**src/rtl/dds_tbl_writer_if.sv**
```systemverilog
// Host/generator-facing bus of the DDS waveform table writer.
//   slave  : the table writer (dds_tbl_writer)
//   master : the host configuration path plus the DDS phase accumulator
// Signals:
//   tbl_addr  (m->s, DDS_AW) read address from the phase accumulator
//   tbl_data  (s->m, 8)      registered table byte for tbl_addr
//   wr_start  (m->s, 1)      pulse, begin host stream load at address 0
//   wr_valid  (m->s, 1)      host byte valid
//   wr_data   (m->s, 8)      host byte
//   wr_ready  (s->m, 1)      writer accepts host byte
//   gen_start (m->s, 1)      pulse, begin built-in fill
//   gen_shape (m->s, 2)      0 saw, 1 triangle, 2 square, 3 midscale
//   busy      (s->m, 1)      load or fill in progress
//   done      (s->m, 1)      one-cycle pulse after the last entry is written
interface dds_tbl_writer_if #(
    parameter int unsigned DDS_AW = 8
);
    logic [DDS_AW-1:0] tbl_addr;
    logic [7:0]        tbl_data;
    logic              wr_start;
    logic              wr_valid;
    logic [7:0]        wr_data;
    logic              wr_ready;
    logic              gen_start;
    logic [1:0]        gen_shape;
    logic              busy;
    logic              done;

    modport master (
        output tbl_addr,
        input  tbl_data,
        output wr_start,
        output wr_valid,
        output wr_data,
        input  wr_ready,
        output gen_start,
        output gen_shape,
        input  busy,
        input  done
    );

    modport slave (
        input  tbl_addr,
        output tbl_data,
        input  wr_start,
        input  wr_valid,
        input  wr_data,
        output wr_ready,
        input  gen_start,
        input  gen_shape,
        output busy,
        output done
    );
endinterface

```
**src/rtl/dds_tbl_writer.sv**
```systemverilog
// DDS waveform table writer.
// Owns the 2^DDS_AW x 8 waveform table RAM, serves the phase accumulator's
// read port with one cycle of latency, and fills the table either from a
// host byte stream (valid/ready) or from a built-in saw / triangle / square /
// midscale fill engine.
// Ports:
//   clk  system clock, rising edge
//   rst  asynchronous active-high reset
//   bus  dds_tbl_writer_if.slave (read port, host stream, fill control, status)
//   cksum[15:0] modulo-2^16 sum of bytes written since the last start;
//               present only when DDS_TBL_CKSUM_EN is defined
// Optional feature macro: DDS_TBL_CKSUM_EN
module dds_tbl_writer #(
    parameter int unsigned DDS_AW = 8
) (
    input  logic                  clk,
    input  logic                  rst,
    dds_tbl_writer_if.slave       bus
`ifdef DDS_TBL_CKSUM_EN
    ,
    output logic [15:0]           cksum
`endif
);

    localparam int unsigned DEPTH = 1 << DDS_AW;
    localparam int unsigned PW    = DDS_AW + 1;
    localparam logic [PW-1:0] LAST_PTR = PW'(DEPTH - 1);

    typedef enum logic [1:0] {
        ST_IDLE   = 2'd0,
        ST_STREAM = 2'd1,
        ST_GEN    = 2'd2
    } state_t;

    state_t            state_q;
    state_t            state_d;

    // Pointer carries one extra bit so the exact end compare never wraps.
    logic [PW-1:0]     ptr_q;
    logic [PW-1:0]     ptr_d;
    logic [1:0]        shape_q;
    logic [1:0]        shape_d;

    logic              busy_q;
    logic              busy_d;
    logic              ready_q;
    logic              ready_d;
    logic              done_q;
    logic              done_d;

    logic              we;
    logic [7:0]        wdata;
    logic              clr_sum;
    logic [DDS_AW-1:0] waddr;

    logic [7:0]        fill_s;
    logic [7:0]        fill_t;
    logic [7:0]        fill_val;

    logic [7:0]        ram [DEPTH];
    logic [7:0]        tbl_data_q;

    assign waddr = ptr_q[DDS_AW-1:0];

    // Pointer scaled to an 8-bit phase for the fill functions.
    generate
        if (DDS_AW >= 8) begin : g_scale_down
            assign fill_s = ptr_q[DDS_AW-1 -: 8];
        end else begin : g_scale_up
            assign fill_s = {ptr_q[DDS_AW-1:0], {(8 - DDS_AW){1'b0}}};
        end
    endgenerate

    // Fill engine waveform value for the current pointer.
    assign fill_t = {fill_s[6:0], 1'b0};

    always_comb begin
        fill_val = 8'h80;
        case (shape_q)
            2'd0:    fill_val = fill_s;
            2'd1:    fill_val = fill_s[7] ? ~fill_t : fill_t;
            2'd2:    fill_val = fill_s[7] ? 8'h00 : 8'hFF;
            default: fill_val = 8'h80;
        endcase
    end

    // State register.
    always_ff @(posedge clk or posedge rst) begin
        if (rst) begin
            state_q <= ST_IDLE;
        end else begin
            state_q <= state_d;
        end
    end

    // Next-state logic; gen_start has priority over wr_start.
    always_comb begin
        state_d = state_q;
        case (state_q)
            ST_IDLE: begin
                if (bus.gen_start) begin
                    state_d = ST_GEN;
                end else if (bus.wr_start) begin
                    state_d = ST_STREAM;
                end
            end
            ST_STREAM: begin
                if (bus.wr_valid && (ptr_q == LAST_PTR)) begin
                    state_d = ST_IDLE;
                end
            end
            ST_GEN: begin
                if (ptr_q == LAST_PTR) begin
                    state_d = ST_IDLE;
                end
            end
            default: state_d = ST_IDLE;
        endcase
    end

    // Output / datapath control for the current state.
    always_comb begin
        we      = 1'b0;
        wdata   = fill_val;
        ptr_d   = ptr_q;
        shape_d = shape_q;
        clr_sum = 1'b0;
        done_d  = 1'b0;
        case (state_q)
            ST_IDLE: begin
                if (bus.gen_start) begin
                    ptr_d   = '0;
                    shape_d = bus.gen_shape;
                    clr_sum = 1'b1;
                end else if (bus.wr_start) begin
                    ptr_d   = '0;
                    clr_sum = 1'b1;
                end
            end
            ST_STREAM: begin
                // wr_ready is high for the whole state, so valid alone accepts.
                if (bus.wr_valid) begin
                    we     = 1'b1;
                    wdata  = bus.wr_data;
                    ptr_d  = ptr_q + PW'(1);
                    done_d = (ptr_q == LAST_PTR);
                end
            end
            ST_GEN: begin
                we     = 1'b1;
                wdata  = fill_val;
                ptr_d  = ptr_q + PW'(1);
                done_d = (ptr_q == LAST_PTR);
            end
            default: begin
                ptr_d = '0;
            end
        endcase
        // Status flops follow the next state so they line up with state_q.
        busy_d  = (state_d != ST_IDLE);
        ready_d = (state_d == ST_STREAM);
    end

    // Datapath and status registers.
    always_ff @(posedge clk or posedge rst) begin
        if (rst) begin
            ptr_q   <= '0;
            shape_q <= 2'd0;
            busy_q  <= 1'b0;
            ready_q <= 1'b0;
            done_q  <= 1'b0;
        end else begin
            ptr_q   <= ptr_d;
            shape_q <= shape_d;
            busy_q  <= busy_d;
            ready_q <= ready_d;
            done_q  <= done_d;
        end
    end

    // Table RAM write port; contents survive reset.
    always_ff @(posedge clk) begin
        if (we) begin
            ram[waddr] <= wdata;
        end
    end

    // Registered read port; same-address write returns the old byte.
    always_ff @(posedge clk or posedge rst) begin
        if (rst) begin
            tbl_data_q <= 8'h80;
        end else begin
            tbl_data_q <= ram[bus.tbl_addr];
        end
    end

`ifdef DDS_TBL_CKSUM_EN
    logic [15:0] cksum_q;

    // Running sum of written bytes, restarted by each accepted start.
    always_ff @(posedge clk or posedge rst) begin
        if (rst) begin
            cksum_q <= 16'h0000;
        end else if (clr_sum) begin
            cksum_q <= 16'h0000;
        end else if (we) begin
            cksum_q <= cksum_q + 16'(wdata);
        end
    end

    assign cksum = cksum_q;
`else
    logic unused_clr;
    assign unused_clr = clr_sum;
`endif

    assign bus.tbl_data = tbl_data_q;
    assign bus.wr_ready = ready_q;
    assign bus.busy     = busy_q;
    assign bus.done     = done_q;

endmodule

```
**src/flat_wrapper.sv**
```systemverilog
// flat-port wrapper written by rule: the top's interface ports become plain ports
module dds_tbl_writer_flat 
#(
    parameter int unsigned DDS_AW = 8
)
  (clk, rst, bus_tbl_addr, bus_tbl_data, bus_wr_start, bus_wr_valid, bus_wr_data, bus_wr_ready, bus_gen_start, bus_gen_shape, bus_busy, bus_done);
  dds_tbl_writer_if #(.DDS_AW(DDS_AW)) bus_i ();
  input  logic clk;
  input  logic rst;
  input wire logic [$bits(bus_i.tbl_addr)-1:0] bus_tbl_addr;
  output wire logic [$bits(bus_i.tbl_data)-1:0] bus_tbl_data;
  input wire logic [$bits(bus_i.wr_start)-1:0] bus_wr_start;
  input wire logic [$bits(bus_i.wr_valid)-1:0] bus_wr_valid;
  input wire logic [$bits(bus_i.wr_data)-1:0] bus_wr_data;
  output wire logic [$bits(bus_i.wr_ready)-1:0] bus_wr_ready;
  input wire logic [$bits(bus_i.gen_start)-1:0] bus_gen_start;
  input wire logic [$bits(bus_i.gen_shape)-1:0] bus_gen_shape;
  output wire logic [$bits(bus_i.busy)-1:0] bus_busy;
  output wire logic [$bits(bus_i.done)-1:0] bus_done;
  assign bus_i.tbl_addr = bus_tbl_addr;
  assign bus_tbl_data = bus_i.tbl_data;
  assign bus_i.wr_start = bus_wr_start;
  assign bus_i.wr_valid = bus_wr_valid;
  assign bus_i.wr_data = bus_wr_data;
  assign bus_wr_ready = bus_i.wr_ready;
  assign bus_i.gen_start = bus_gen_start;
  assign bus_i.gen_shape = bus_gen_shape;
  assign bus_busy = bus_i.busy;
  assign bus_done = bus_i.done;
  dds_tbl_writer #(.DDS_AW(DDS_AW)) u_core (.clk(clk), .rst(rst), .bus(bus_i));
endmodule
```
**config.mk**
```make
export PLATFORM = sky130hd
export DESIGN_NAME = dds_tbl_writer_flat
export DESIGN_NICKNAME = d
export VERILOG_FILES = /design/src/rtl/dds_tbl_writer_if.sv /design/src/rtl/dds_tbl_writer.sv /design/src/flat_wrapper.sv
export SDC_FILE = /design/constraint.sdc
export NUM_CORES = 2
export LEC_CHECK = 0
export ABC_AREA = 1
export CAP_MARGIN = 20
export CORE_MARGIN = 8
export CORE_UTILIZATION = 33
export DETAILED_ROUTE_END_ITERATION = 7
export GPL_ROUTABILITY_DRIVEN = 1
export PLACE_DENSITY = 0.46
export SLEW_MARGIN = 15
export SYNTH_ARGS = -nofsm -noshare
export SYNTH_HDL_FRONTEND = slang
export SYNTH_SLANG_ARGS = --single-unit
```
**constraint.sdc**
```tcl
create_clock -name clk -period 15.75 [get_ports clk]
set_clock_uncertainty 0.1 [all_clocks]
set_input_delay 2.3625 -clock clk [delete_from_list [all_inputs] [get_ports clk]]
set_output_delay 2.3625 -clock clk [all_outputs]
set_load 0.03 [all_outputs]
```
==> impl_metrics.py <==
metrics = {
    "run_status": {
        "status": "complete, no violations",
    },
    "floorplanning": {
        "dieHeight_um": 522,
        "io_pins": 34,
        "num_rows": 186,
        "die_w_um": 522,
        "dieArea_sq_um": 273000,
        "initial_core_util_pct": 33.1,
        "core_sq_um": 256000,
    },
    "logic_synthesis": {
        "post_synth_num_cell_types": 32,
        "synth-seq-cells": 2072,
        "ys_warn_count": 0,
        "synth_nets": 7140,
        "netlist_area_sq_um": 84600,
        "synth_seq_area_share_pct": 73.4,
        "synth_cells": 7103,
        "synth_area_per_cell_sq_um": 11.9,
    },
    "setup_path": {
        "r2r-start": "u_core.ptr_q[7]$_DFFE_PP0P_",
        "end_kind": "flip-flop",
        "crit_fanout": 146,
        "worstSetupPathType": "input port to flip-flop",
        "cp_data_arrival_time_ns": 7.36,
        "cp_data_required_time_ns": 16.38,
        "r2r_cells": 5,
        "r2r_setup_slack_ns": 10.87,
        "start_kind": "input port",
        "r2r-end": "u_core.ram[72][4]$_DFFE_PP_",
    },
    "hold_path": {
        "hold_path.class": "flip-flop to flip-flop",
        "worstHoldStart": "u_core.ptr_q[8]$_DFFE_PP0P_",
        "hold_path_end": "u_core.ptr_q[8]$_DFFE_PP0P_",
        "whs_path_depth": 2,
    },
    "power_and_ir_drop": {
        "p_per_area_nw_per_um2": 134,
        "power_uw": 12700,
        "vdd_drop_max_v": 0.000103,
        "power_leakage_uw": 0.0322,
    },
    "placement": {
        "port_buffers": 33,
        "hpwl_um": 141000,
        "place.gp.congestion": 0.796,
    },
    "clocking": {
        "hold_buffers": 0,
        "cts_setup_buffers": 0,
        "root_buffer": "clkbuf_16",
        "clock_latency_ns": 0.88,
        "clk_pin_slew_ns": 0.06,
        "numCtsBuffers": 216,
        "cts.repair.resized": 0,
        "cts-htree-levels": 4,
        "tritoncts": "done",
        "cts_sinks": 2072,
        "cts_buffer_depth": 3,
    },
    "route": {
        "drt_pre_antenna_iters": 6,
        "wl_per_cell_um": 24.7,
        "totalWireLength_um": 260000,
        "antenna_left": 0,
        "drc": 0,
        "drt_iter0_markers": 4982,
        "num_vias": 54600,
        "via_per_inst": 5.18,
    },
    "global_routing": {
        "grt-ovfl-total": 0,
        "grt_usage_pct": 18.6,
        "grt_max_degree": 206,
        "antenna_found_initial": 8,
        "grt_pass1_wl_um": 380000,
        "grt_pass1_vias": 52700,
    },
    "cells_and_area": {
        "fillers": 24800,
        "ff_latch_area_sq_um": 62100,
        "multi_input_area_sq_um": 19900,
        "syn_to_final_growth_pct": 11.4,
        "drive_gt1_share_pct": 5.89,
        "fin_util_pct": 36.8,
        "final_nets": 7001,
    },
    "run": {
        "drv_cap": 0,
    },
    "sta": {
        "finalSetupViolCount": 0,
        "rsz0062_at_grt": "no",
        "max_freq_mhz": 149,
        "tns_ns": 0,
        "fin_crit_sh_pct": 42.7,
        "max_slew_margin_pct": 20.2,
        "hold_viol_final": 0,
        "slew_violations": 0,
        "worst_slew_pin_slew_ns": 1.20,
        "timing.hold.ws_ns": 0.493,
        "period_needed_ns": 6.73,
    },
}
## routing by layer
metal / track usage (%) / vias up / share of wire [%]
li1: - / 25000 / -
met1: 26.1 / 27700 / 45
met2: 29.9 / 1528 / 47
met3: 2.95 / 355 / 5.7
met4: 5.20 / 0 / 2.7
met5: 0 / - / 0
## cell usage in the layout (no fill, tap or decap), drive strengths merged, types with 2 or more instances in the layout
cell type	n
clkinvlp	2
a21oi	13
nand3	2034
a211oi	6
edfxtp	2048
buf	103
diode	7
clkinv	84
o21ai	22
bufinv	8
nand4	8
inv	48
clkbuf	296
dfrtp	23
clkdlybuf4s50	27
nand2	2118
nor3	11
ha	14
nor2	270
## flip-flops by register name, indices dropped and copies added, names as in the netlist
| name | cells |
|---|---|
| u_core.ram | 2048 |
| u_core.ptr_q | 9 |
| u_core.bus.tbl_data | 8 |
| u_core.shape_q | 2 |
| u_core.state_q | 2 |
| u_core.bus.busy | 1 |
| u_core.bus.done | 1 |
| u_core.bus.wr_ready | 1 |
## per-stage QoR
stage | setup WS (ns) | instances | area (sq um)
floorplan | 0.918 | 7103 | 84600
global placement | 8.08 | 10100 | 87700
detailed placement | 8.11 | 10100 | 87700
CTS | 9.06 | 10500 | 94300
global route | 8.88 | 10500 | 94300
finish | 9.02 | 10500 | 94300
## where the power goes
| group | internal, uW | switching (uW) | total [uW] |
|---|---|---|---|
| combinational | 227 | 1150 | 1370 |
| clock | 2710 | 2160 | 4870 |
| sequential | 6360 | 52.0 | 6410 |
| total | 9300 | 3360 | 12700 |
## cell families after synthesis
group / Yosys count / synth area share (%)
AND/OR/NAND/NOR: 4441 / 22.8
buffers and inverters: 528 / 3.26
adder cells (fa/ha/maj): 14 / 0.207
AO/OA/AOI/OAI: 48 / 0.328
flip-flops: 2072 / 73.4
## cell usage after synthesis, drive strengths merged
cell,n,share of area [%]
a22oi,1,0.0089
a2111oi,1,0.010
dfstp,1,0.031
a31oi,1,0.0074
edfxtp,2048,73
nand4,8,0.074
a21oi,13,0.077
buf,382,2.6
o221ai,1,0.010
o21ai,22,0.13
a211oi,6,0.053
nand2,2118,9.4
o21a,1,0.0089
nor2,270,1.2
o22ai,1,0.0074
nor3,11,0.065
dfrtp,23,0.68
ha,14,0.21
nand3,2034,12
clkbuf,105,0.47
a221oi,1,0.010
inv,41,0.19
## worst max-delay path: stages
cell and delay [ns]:
buf_8 0.24, inv_8 0.54, buf_4 0.83, buf_12 0.56
buf_4 0.79, nand3_1 0.18, nand3_1 0.15, nand3_1 0.15
nand3_1 0.20, nand3_1 0.19, nand3_1 0.35, nand2_1 0.10
nand2_1 0.22, nand2_1 0.09
## worst max-delay path by stage
stage	slack [ns]	start	to
global placement	8.08	bus_tbl_addr[1]	u_core.bus.tbl_data[1]$_DFF_PP0_
finish	9.02	bus_tbl_addr[1]	u_core.bus.tbl_data[1]$_DFF_PP0_
CTS	9.06	bus_tbl_addr[1]	u_core.bus.tbl_data[1]$_DFF_PP0_
global route	8.88	bus_tbl_addr[1]	u_core.bus.tbl_data[1]$_DFF_PP0_
detailed placement	8.11	bus_tbl_addr[1]	u_core.bus.tbl_data[1]$_DFF_PP0_
floorplan	0.92	bus_wr_valid	u_core.ram[0][0]$_DFFE_PP_
## cell type report
type,count,share of cell area (%)
Sequential cell,2072,65.9
Multi-Input combinational cell,4503,21.1
Clock buffer,296,6.17
Tap cell,3384,4.49
Timing Repair Buffer,130,1.29
Clock inverter,101,0.833
Inverter,41,0.210
Antenna cell,7,0.0186
Note: power is estimated with default switching activity, not from simulation.
